$ cat src/rtl/sysid_check_ctrl.sv
// sysid_check_ctrl
// Reads the two words of an Avalon-MM sysid slave (ID at address 0, build
// timestamp at address 1) and compares them against the values this image
// was built with. A mismatch is re-read up to MAX_RETRIES times. A stalled
// read that exceeds TIMEOUT_CYCLES ends the check. Results are sticky until
// the next accepted start. Every output comes straight from a flop.
module sysid_check_ctrl #(
    parameter logic [31:0] EXPECTED_ID    = 32'd0,
    parameter logic [31:0] EXPECTED_TS    = 32'd1553134383,
    parameter int unsigned MAX_RETRIES    = 3,
    parameter int unsigned TIMEOUT_CYCLES = 255
) (
    input  logic        clock,
    input  logic        reset_n,
    input  logic        start,
    output logic        avm_address,
    output logic        avm_read,
    input  logic [31:0] avm_readdata,
    input  logic        avm_waitrequest,
    output logic        busy,
    output logic        done,
    output logic        pass,
    output logic        fail,
    output logic        timeout,
    output logic [31:0] id_value,
    output logic [31:0] ts_value
);

    typedef enum logic [2:0] {
        S_IDLE  = 3'd0,
        S_RD_ID = 3'd1,
        S_RD_TS = 3'd2,
        S_CHECK = 3'd3,
        S_DONE  = 3'd4
    } state_t;

    localparam logic [15:0] TIMEOUT_LIM = 16'(TIMEOUT_CYCLES);
    localparam logic [3:0]  RETRY_LIM   = 4'(MAX_RETRIES);

    state_t      r_state;
    state_t      w_state_nxt;

    // Registered outputs and internal counters
    logic        r_avm_read;
    logic        r_avm_address;
    logic        r_busy;
    logic        r_done;
    logic        r_pass;
    logic        r_fail;
    logic        r_timeout;
    logic [31:0] r_id_value;
    logic [31:0] r_ts_value;
    logic [3:0]  r_retry_cnt;
    logic [15:0] r_wait_cnt;

    // Next values for the registers above
    logic        w_avm_read_nxt;
    logic        w_avm_address_nxt;
    logic        w_busy_nxt;
    logic        w_done_nxt;
    logic        w_pass_nxt;
    logic        w_fail_nxt;
    logic        w_timeout_nxt;
    logic [31:0] w_id_value_nxt;
    logic [31:0] w_ts_value_nxt;
    logic [3:0]  w_retry_cnt_nxt;
    logic [15:0] w_wait_cnt_nxt;

    // Bus handshake decode
    logic        w_in_read;
    logic        w_accept;
    logic        w_expire;
    logic        w_match;
    logic [15:0] w_wait_inc;

    assign w_in_read  = (r_state == S_RD_ID) || (r_state == S_RD_TS);
    assign w_accept   = w_in_read && !avm_waitrequest;
    assign w_wait_inc = r_wait_cnt + 16'd1;
    // The stall that brings the counter up to the limit is the last one allowed.
    assign w_expire   = w_in_read && avm_waitrequest && (w_wait_inc == TIMEOUT_LIM);
    assign w_match    = (r_id_value == EXPECTED_ID) && (r_ts_value == EXPECTED_TS);

    // State register
    // NOTE: sequential state uses non-blocking assignments so every flop samples pre-edge values.
    always_ff @(posedge clock or negedge reset_n) begin
        if (!reset_n) begin
            r_state <= S_IDLE;
        end else begin
            r_state <= w_state_nxt;
        end
    end

    // Next-state decode
    always_comb begin
        // NOTE: default first so every path assigns and no latch is inferred.
        w_state_nxt = r_state;
        case (r_state)
            S_IDLE: begin
                if (start) w_state_nxt = S_RD_ID;
            end
            S_RD_ID: begin
                if (!avm_waitrequest) w_state_nxt = S_RD_TS;
                else if (w_expire)    w_state_nxt = S_DONE;
            end
            S_RD_TS: begin
                if (!avm_waitrequest) w_state_nxt = S_CHECK;
                else if (w_expire)    w_state_nxt = S_DONE;
            end
            S_CHECK: begin
                if (w_match)                       w_state_nxt = S_DONE;
                else if (r_retry_cnt < RETRY_LIM)  w_state_nxt = S_RD_ID;
                else                               w_state_nxt = S_DONE;
            end
            S_DONE:  w_state_nxt = S_IDLE;
            default: w_state_nxt = S_IDLE;
        endcase
    end

    // Output and datapath next values; bus strobes follow the state being entered
    always_comb begin
        w_avm_read_nxt    = (w_state_nxt == S_RD_ID) || (w_state_nxt == S_RD_TS);
        w_avm_address_nxt = (w_state_nxt == S_RD_TS);
        w_busy_nxt        = (w_state_nxt == S_RD_ID) || (w_state_nxt == S_RD_TS)
                         || (w_state_nxt == S_CHECK);
        w_done_nxt        = (r_state == S_DONE);
        w_pass_nxt        = r_pass;
        w_fail_nxt        = r_fail;
        w_timeout_nxt     = r_timeout;
        w_id_value_nxt    = r_id_value;
        w_ts_value_nxt    = r_ts_value;
        w_retry_cnt_nxt   = r_retry_cnt;
        w_wait_cnt_nxt    = r_wait_cnt;

        case (r_state)
            S_IDLE: begin
                if (start) begin
                    w_pass_nxt      = 1'b0;
                    w_fail_nxt      = 1'b0;
                    w_timeout_nxt   = 1'b0;
                    w_retry_cnt_nxt = 4'd0;
                    w_wait_cnt_nxt  = 16'd0;
                end
            end
            S_RD_ID, S_RD_TS: begin
                if (w_accept) begin
                    w_wait_cnt_nxt = 16'd0;
                    if (r_state == S_RD_ID) w_id_value_nxt = avm_readdata;
                    else                    w_ts_value_nxt = avm_readdata;
                end else begin
                    w_wait_cnt_nxt = w_wait_inc;
                    if (w_expire) w_timeout_nxt = 1'b1;
                end
            end
            S_CHECK: begin
                if (w_match)                      w_pass_nxt      = 1'b1;
                else if (r_retry_cnt < RETRY_LIM) w_retry_cnt_nxt = r_retry_cnt + 4'd1;
                else                              w_fail_nxt      = 1'b1;
            end
            default: ;
        endcase
    end

    // Output and datapath registers
    always_ff @(posedge clock or negedge reset_n) begin
        if (!reset_n) begin
            r_avm_read    <= 1'b0;
            r_avm_address <= 1'b0;
            r_busy        <= 1'b0;
            r_done        <= 1'b0;
            r_pass        <= 1'b0;
            r_fail        <= 1'b0;
            r_timeout     <= 1'b0;
            r_id_value    <= 32'd0;
            r_ts_value    <= 32'd0;
            r_retry_cnt   <= 4'd0;
            r_wait_cnt    <= 16'd0;
        end else begin
            r_avm_read    <= w_avm_read_nxt;
            r_avm_address <= w_avm_address_nxt;
            r_busy        <= w_busy_nxt;
            r_done        <= w_done_nxt;
            r_pass        <= w_pass_nxt;
            r_fail        <= w_fail_nxt;
            r_timeout     <= w_timeout_nxt;
            r_id_value    <= w_id_value_nxt;
            r_ts_value    <= w_ts_value_nxt;
            r_retry_cnt   <= w_retry_cnt_nxt;
            r_wait_cnt    <= w_wait_cnt_nxt;
        end
    end

    assign avm_read    = r_avm_read;
    assign avm_address = r_avm_address;
    assign busy        = r_busy;
    assign done        = r_done;
    assign pass        = r_pass;
    assign fail        = r_fail;
    assign timeout     = r_timeout;
    assign id_value    = r_id_value;
    assign ts_value    = r_ts_value;

endmodule

$ cat config.mk
export PLATFORM = sky130hd
export DESIGN_NAME = sysid_check_ctrl
export DESIGN_NICKNAME = d
export VERILOG_FILES = /design/src/rtl/sysid_check_ctrl.sv
export SDC_FILE = /design/constraint.sdc
export NUM_CORES = 1
export LEC_CHECK = 0
export CORE_MARGIN = 5
export CORE_UTILIZATION = 49
export DETAILED_ROUTE_END_ITERATION = 16
export HOLD_SLACK_MARGIN = 0.06
export PLACE_DENSITY = 0.8
export SKIP_CTS_REPAIR_TIMING = 1
export SYNTH_ARGS = -nofsm -noshare
export SYNTH_HDL_FRONTEND = slang
export SYNTH_SLANG_ARGS = --single-unit
$ cat constraint.sdc
create_clock -name clock -period 2.8 [get_ports clock]
set_clock_uncertainty 0.2 [all_clocks]
set_input_delay 0.42 -clock clock [delete_from_list [all_inputs] [get_ports clock]]
set_output_delay 0.42 -clock clock [all_outputs]
set_load 0.03 [all_outputs]
# Word-level counts from Yosys, hierarchy flattened
# Index checks and enable logic that the tools add are counted.
# word_totals
register_bits	94
input_bits	36
out_inout_bits	71
elab_cells	75
# op_classes
n_addsub	2
order_cmp	1
n_eq_ne	16
muxes	23
bitwise	1
n_reduce_logical	20
# ops
operator	count
== test 32 x 31 -> 1 bit (second input constant)	1
logical NOT 32 bit	1
two-way mux 16 bit	2
case mux 16 bit (2 select lines)	1
two-way mux 3 bit	6
adder 16 x 1 -> 16 bit (second input constant)	1
== test 16 x 8 -> 1 bit (second input constant)	1
!= test 2 bit (second input constant)	7
== test 3 x 2 -> 1 bit (second input constant)	4
two-way mux 4 bit	3
case mux 3 bit (4 select lines)	1
AND reduction 4 bit	3
AND reduction 3 bit	3
case mux 4 bit (2 select lines)	1
== test 3 x 1 -> 1 bit (second input constant)	2
two-way mux 1 bit	6
case mux 1 bit (2 select lines)	3
adder 4 x 1 -> 4 bit (second input constant)	1
logical AND 1 bit	4
< comparator 4 x 2 -> 1 bit (second input constant)	1
nonzero test 2 bit	2
== test 3 bit (second input constant)	1
logical NOT 3 bit	1
logical OR 1 bit	3
4 further kinds	4

# Depth between registers and ports, before layout
# Gate-level depths: netlist of the first run.
# logic_depth
depth_word	10
depth_mapped	8

# Worst setup path after synthesis of the first run
# OpenSTA, ideal clock, no wires.
# synth_timing
path_type	reg-to-reg
from	register r_wait_cnt[0]
to	register r_avm_read, in the netlist avm_read
setup_ps	136
arrival_ps	1847
path_slack_ps	618
path_stages_with_launch	8
path_buffers	0
cell_sequence	dfrtp_1 -> ha_1 -> nand4_1 -> nor3b_1 -> and3_1 -> o22ai_1 -> a2111oi_4 -> o41ai_1
# synth_between
elab_chain_len	8
word_cells_on_any_way	10
# synth_lines
item	line_no	text
start: declaration	54	logic [15:0] r_wait_cnt;
start signal: assignment	188	r_wait_cnt <= w_wait_cnt_nxt;
adder 16 x 1 -> 16 bit (*)	78	assign w_wait_inc = r_wait_cnt + 16'd1;
== test 16 x 8 -> 1 bit (*)	80	assign w_expire = w_in_read && avm_waitrequest && (w_wait_inc == TIMEOUT_LIM);
logical AND 1 bit (*)	80	
two-way mux 3 bit (*)	103, 107	
two-way mux 3 bit, on equally long branches	106, 102	
case mux 3 bit (4 select lines) (*)	97	case (r_state)
== test 3 x 1 -> 1 bit or == test 3 x 2 -> 1 bit (tied branches)	121	w_avm_read_nxt = (w_state_nxt == S_RD_ID) || (w_state_nxt == S_RD_TS);
logical OR 1 bit (*)	121	
via w_avm_read_nxt	57	logic w_avm_read_nxt;
end signal: assignment	178	r_avm_read <= w_avm_read_nxt;
end: declaration	44	logic r_avm_read;
# The timed path passes the listed nets; every way through them passes the cells marked *.
# A chain may end at the register's enable or synchronous reset.

# Worst setup path after layout of the first run
# layout_timing
from	register r_ts_value[19], in the netlist ts_value[19]
to	register r_retry_cnt[0]
# layout_between
elab_chain_len	4
# layout_lines
item	line_no	text
start: declaration	52	logic [31:0] r_ts_value;
start signal: assignment	186	r_ts_value <= w_ts_value_nxt;
== test 32 x 31 -> 1 bit	81	assign w_match = (r_id_value == EXPECTED_ID) && (r_ts_value == EXPECTED_TS);
logical AND 1 bit	81	
!= test 2 bit (no line)	-	
AND reduction 4 bit (no line)	-	
end signal: assignment	187	r_retry_cnt <= w_retry_cnt_nxt;
end: declaration	53	logic [3:0] r_retry_cnt;
# Every way passes these cells.

==> results of run 1 <==
-- per-stage QoR --
step	worst slack [ps]	hold WS, ps	total power, W
after floorplan	618	-75.6	0.00410
after global placement	352	217	0.00552
after detailed placement	207	223	0.00559
after CTS	169	-173	0.00640
after global routing	28.8	297	0.00670
final	206	285	0.00635
-- final timing paths --
path / startpoint / to / slack [ps] / depth (start not counted)
worst max-delay path: ts_value[19] / r_retry_cnt[0] / 210 / 7
worst min-delay path: r_retry_cnt[3] / r_retry_cnt[3] / 290 / 1
worst max register to register: ts_value[19] / r_retry_cnt[0] / 210 / 7
worst min register to register: r_retry_cnt[3] / r_retry_cnt[3] / 290 / 1
max in group asynchronous: reset_n / r_wait_cnt[15] / 1410 / 3
min in group asynchronous: reset_n / ts_value[21] / 360 / 2
-- cell usage after synthesis, types with 4 or more instances --
master	instances	area share
nor4bb_1	5	0.012
mux2_1	64	0.17
nand2_1	18	0.016
dfrtp_1	94	0.57
a21oi_1	4	0.0048
o31ai_1	8	0.014
nor4_1	9	0.014
buf_2	5	0.0060
xnor2_1	4	0.0084
nor3_1	7	0.0084
nand4_1	8	0.012
nor2_1	11	0.010
and3_1	4	0.0060
nand3_1	7	0.0084
clkbuf_1	8	0.0072
o21ai_1	25	0.030
inv_1	5	0.0045
-- power breakdown --
group          switching (W)  total [W]  internal, W
clock               0.000465   0.000785     0.000320
sequential          0.000456    0.00235      0.00190
combinational        0.00180    0.00321      0.00141
total                0.00272    0.00635      0.00363
-- final cells by class --
type | count | area (um2)
Clock buffer | 10 | 128
Clock inverter | 5 | 35.0
Fill cell | 624 | 2650
Inverter | 6 | 22.5
Multi-Input combinational cell | 215 | 1730
Sequential cell | 94 | 2350
Tap cell | 105 | 131
Timing Repair Buffer | 115 | 1170
-- logic make-up after synthesis --
| family | count (synthesis) | share of synthesized area |
|---|---|---|
| AO/OA/AOI/OAI | 47 | 0.0715 |
| XOR/XNOR | 7 | 0.0148 |
| adder cells (fa/ha/maj) | 3 | 0.00905 |
| buffers and inverters | 20 | 0.0199 |
| flip-flops | 94 | 0.567 |
| multiplexers | 67 | 0.182 |
| AND/OR/NAND/NOR | 91 | 0.136 |
-- metal layers --
metal  vias to the layer above  track usage  routed length, um
met5                         -            0                  0
met2                       102        0.336               4840
met4                         0       0.0535                114
met1                      1525        0.268               4360
li1                       1430            -                  -
met3                         9       0.0826                854
-- registers in the layout, summed over array words and instances (netlist names) --
| name | flops |
|---|---|
| fail | 1 |
| timeout | 1 |
| pass | 1 |
| id_value | 32 |
| r_state | 3 |
| r_wait_cnt | 16 |
| done | 1 |
| avm_read | 1 |
| ts_value | 32 |
| r_retry_cnt | 4 |
| busy | 1 |
| avm_address | 1 |
-- critical path: cells and delay by family (launching register included) --
family | cells | cell delay (ps)
buffers and inverters | 1 | 200
DFF | 1 | 410
muxes | 1 | 190
and+or+nand+nor | 5 | 1540
==> flow_metrics.tcl, run 1 <==
set metrics [dict create \
    place_area_um2 5390 \
    path_common_cell "nor4_1" \
    final.setup.tns_ps 0 \
    num_vias 3066 \
    dieArea_um2 10400 \
    fin_nets 480 \
    grt_pass1_vias 3284 \
    routed_wl_mm 10.2 \
    worstSetupStartpointType "flip-flop" \
    arrival_ps 2690 \
    clock_latency_ps 350 \
    final_cell_count_no_fill 550 \
    p_per_area_nw_per_um2 1140 \
    track_usage 0.210 \
    critPathKind "reg -> reg" \
    ys_warn_count 0 \
    gp_congestion 0.898 \
    portBuffers 106 \
    synth.avg_cell_area_um2 12.6 \
    leakagePower_nw 2.31 \
    cpPeakStageDelay_ps 680 \
    antennaDiodeCount 0 \
    synthDistinctLibCells 45 \
    die_h_um 102 \
    layout_min_cycle_time_ps 2590 \
    syn2layout_area_growth_pct 34.1 \
    final_common_cell "clkdlybuf4s50_1" \
    ys_seq_area_frac 0.567 \
    avgViaCountPerCell 5.57 \
    final_util 0.677 \
    ys_ff_latch 94 \
    fmax_mhz 386 \
    drive_above_1_share 0.0787 \
    cts_made_buffers 9 \
    hold_viol 0 \
    cts_tree "yes" \
    setup_viol 0 \
    drt_pass1_iterations 4 \
    dp.cells 534 \
    ys.flop_type "dfrtp_1" \
    status "completed" \
    synth-edff-count 0 \
    async_reset_ff_frac 1.00 \
    hp-class "reg -> reg" \
    maxSlewViolCount 0 \
    finalCritPeriodShare 0.926 \
    cts_max_path_buffers 2 \
    cts_root_buf "clkbuf_8" \
    vdd_drop_max_uv 926 \
    drcViolationCount 0 \
    overflow 0 \
    die_w_um 102 \
    worst-path-max-fanout 4 \
    slew_headroom 0.506 \
    crit_chain "nor4b_1 > nand4_1 > nor4_1 > buf_4 > nor4_1 > nor2_1 > mux2_2" \
    h-tree-depth 3 \
    required_ps 2900 \
    clk_pin_slew_ps 90 \
    wl_per_cell_um 18.5 \
    syn_area_um2 4150 \
    stdcell_area_um2 5560 \
    cap_violations 0 \
    grt_antenna_before_repair 0 \
    rows 33 \
    end_kind "flip-flop" \
    cts_sinks 94 \
    grt_max_degree 41 \
    io_pins 107 \
    drt_iter0_drc 183 \
    synth_cells 329 \
    ant_nets 0 \
    syn-num-nets 368 \
    post-dp-hpwl_mm 7.40 \
    core-area_um2 8220 \
    worst_pin_slew_ps 731 \
    final_cell_mix "clkdlybuf4s50_1, dfrtp_1, mux2_1" \
    rsz0062_at_grt "no" \
    start_util 0.505 \
    crit_path_top_delay_cell "nor4b_1" \
    grt_pass1_wl_mm 16.9 \
]
(Power assumes the default switching activity.)
==> inputs of run 2 (changes only) <==
SLEW_MARGIN = 15   (was unset)
==> results of run 2 <==
The final DEF is identical to that of run 1; final timing and power are the same.
==> RTL edit (config.mk and constraints of run 1) <==
Put one more register stage on the output `timeout`. The value now appears one clock later. The other outputs are not delayed to match.
--- a/src/rtl/sysid_check_ctrl.sv
+++ b/src/rtl/sysid_check_ctrl.sv
@@ -197,3 +197,5 @@
     assign fail        = r_fail;
-    assign timeout     = r_timeout;
+    always_ff @(posedge clock) begin
+        timeout <= r_timeout;
+    end
     assign id_value    = r_id_value;
Function: no difference found for any inputs over 10 cycles, from zero or initial values and one cycle with reset_n low; that may be too few to reach the edited logic, so the function may still have changed.
==> RTL edit against run 1 <==
Area after synthesis is 0.48% higher; sequential cell count is 1 higher; die area is 0.44% higher; first-iteration DRC count is 27% lower; worst setup slack better by 0.095 ns; wire length is 1.8% lower; power is 0.52% higher; final area is 0.16% higher; highest routed layer unchanged.
==> RTL edit: results (changes against run 1) <==
[finish]
drive_gt1_share_pct = 7.42  ; -0.45 points
fin_nets = 479  ; -0.21%
antennaDiodeCount = 0  ; unchanged

[sta]
slew_violations = 0  ; unchanged
hold_slack_ns = 0.198  ; -0.0869 ns
fmax_mhz = 400  ; +3.8%
relSlewSlack_pct = 58.8  ; +8.2 points

[place]
pre_cts_ws_ns = 0.317  ; +0.110 ns
dp_hpwl_mm = 7.21  ; -2.5%
port_buffers = 106  ; unchanged
gp_congestion = 0.880  ; -1.9%
numPlacedInstances = 533  ; -0.19%
placed_area_um2 = 5390  ; about the same

[synth]
synth_mux_area_share_pct = 18.1  ; -0.087 points
ys_seq_area_share_pct = 56.9  ; +0.21 points
synth_cell_types = 46  ; +2.2%
synthTopCellsByArea = dfrtp_1, mux2_1, o21ai_1, nand2_1, o31ai_1
synthAdderAreaFrac_pct = 0.900  ; -0.0043 points
netlist_instances = 330  ; +0.30%
synthXorXnorAreaFrac_pct = 1.47  ; -0.0071 points
syn_nets = 369  ; +0.27%
synth_common_cells = dfrtp_1, mux2_1, o21ai_1, nand2_1, nor2_1
synth_compound_area_share_pct = 7.11  ; -0.034 points
synth-async-reset-ratio_pct = 98.9  ; -1.1 points

[grt]
antenna_found_initial = 0  ; unchanged
grt_pass1_wl_mm = 16.4  ; -3.1%
grt_max_degree = 72  ; +76%
grt_usage_pct = 20.5  ; -0.48 points
grt_pass1_vias = 3230  ; -1.6%

[detailed_routing]
drt-total-wl_mm = 9.98  ; -1.8%
detail_route.wl_per_cell_um = 18.1  ; -1.8%
route.vias.total = 3042  ; -0.78%
drtPass1Iterations = 4  ; unchanged
drt_iter0_markers = 133  ; -27%

[hold_path]
holdPathStages = 0  ; -1
hp-class = reg2reg
min_to = timeout
min-delay-start = r_timeout

[worst_setup_path]
cp-startpoint = r_wait_cnt[0]
max_stage_delay_ns = 0.43  ; -0.25 ns
critPathSlowestCell = dfrtp_1
r2r_cells = 7  ; unchanged
crit_end = avm_read
cp_data_arrival_time_ns = 2.52  ; -0.17 ns
ff2ff_setup_slack_ns = 0.30  ; +0.10 ns
worstPathMaxFanout = 7  ; +3

[cts]
clkTransAtPathRegs_ns = 0.10
htreeDepth = 3  ; unchanged
cts-root-buf = clkbuf_8
numCtsBuffers = 9  ; unchanged
ctsLongestPathBuffers = 2  ; unchanged

[power_and_ir_drop]
vdd_drop_max_mv = 0.736  ; -21%
p_leak_uw = 0.00232  ; +0.10%

[outcome]
status = finished clean

[RTL edit: cell types whose count changed in the layout (fill, tap and decap cells not counted)]
cell     change
inv_6        +1
buf_4        -2
nor3b_2      -1
dfxtp_1      +1
nor3b_1      +1
[RTL edit: per-layer routing]
layer	vias up	wire, µm	global-route usage (%)
met1	1528	4350	26.7
met3	10	731	7.17
met4	0	135	6.46
met5	-	0	0
met2	80	4770	32.3
li1	1424	-	-
[RTL edit: power breakdown]
| part | internal [µW] | leakage [µW] | switching (µW) | total [µW] |
|---|---|---|---|---|
| combinational | 1410 | 0.00105 | 1780 | 3190 |
| clock | 328 | 0.0000870 | 491 | 819 |
| sequential | 1910 | 0.00117 | 458 | 2370 |
[RTL edit: cell type report]
class,instances,area (µm²)
Clock buffer,10,128
Multi-Input combinational cell,215,1720
Sequential cell,95,2370
Timing Repair Buffer,113,1150
Clock inverter,6,43.8
Tap cell,105,131
Fill cell,631,2690
Inverter,6,22.5
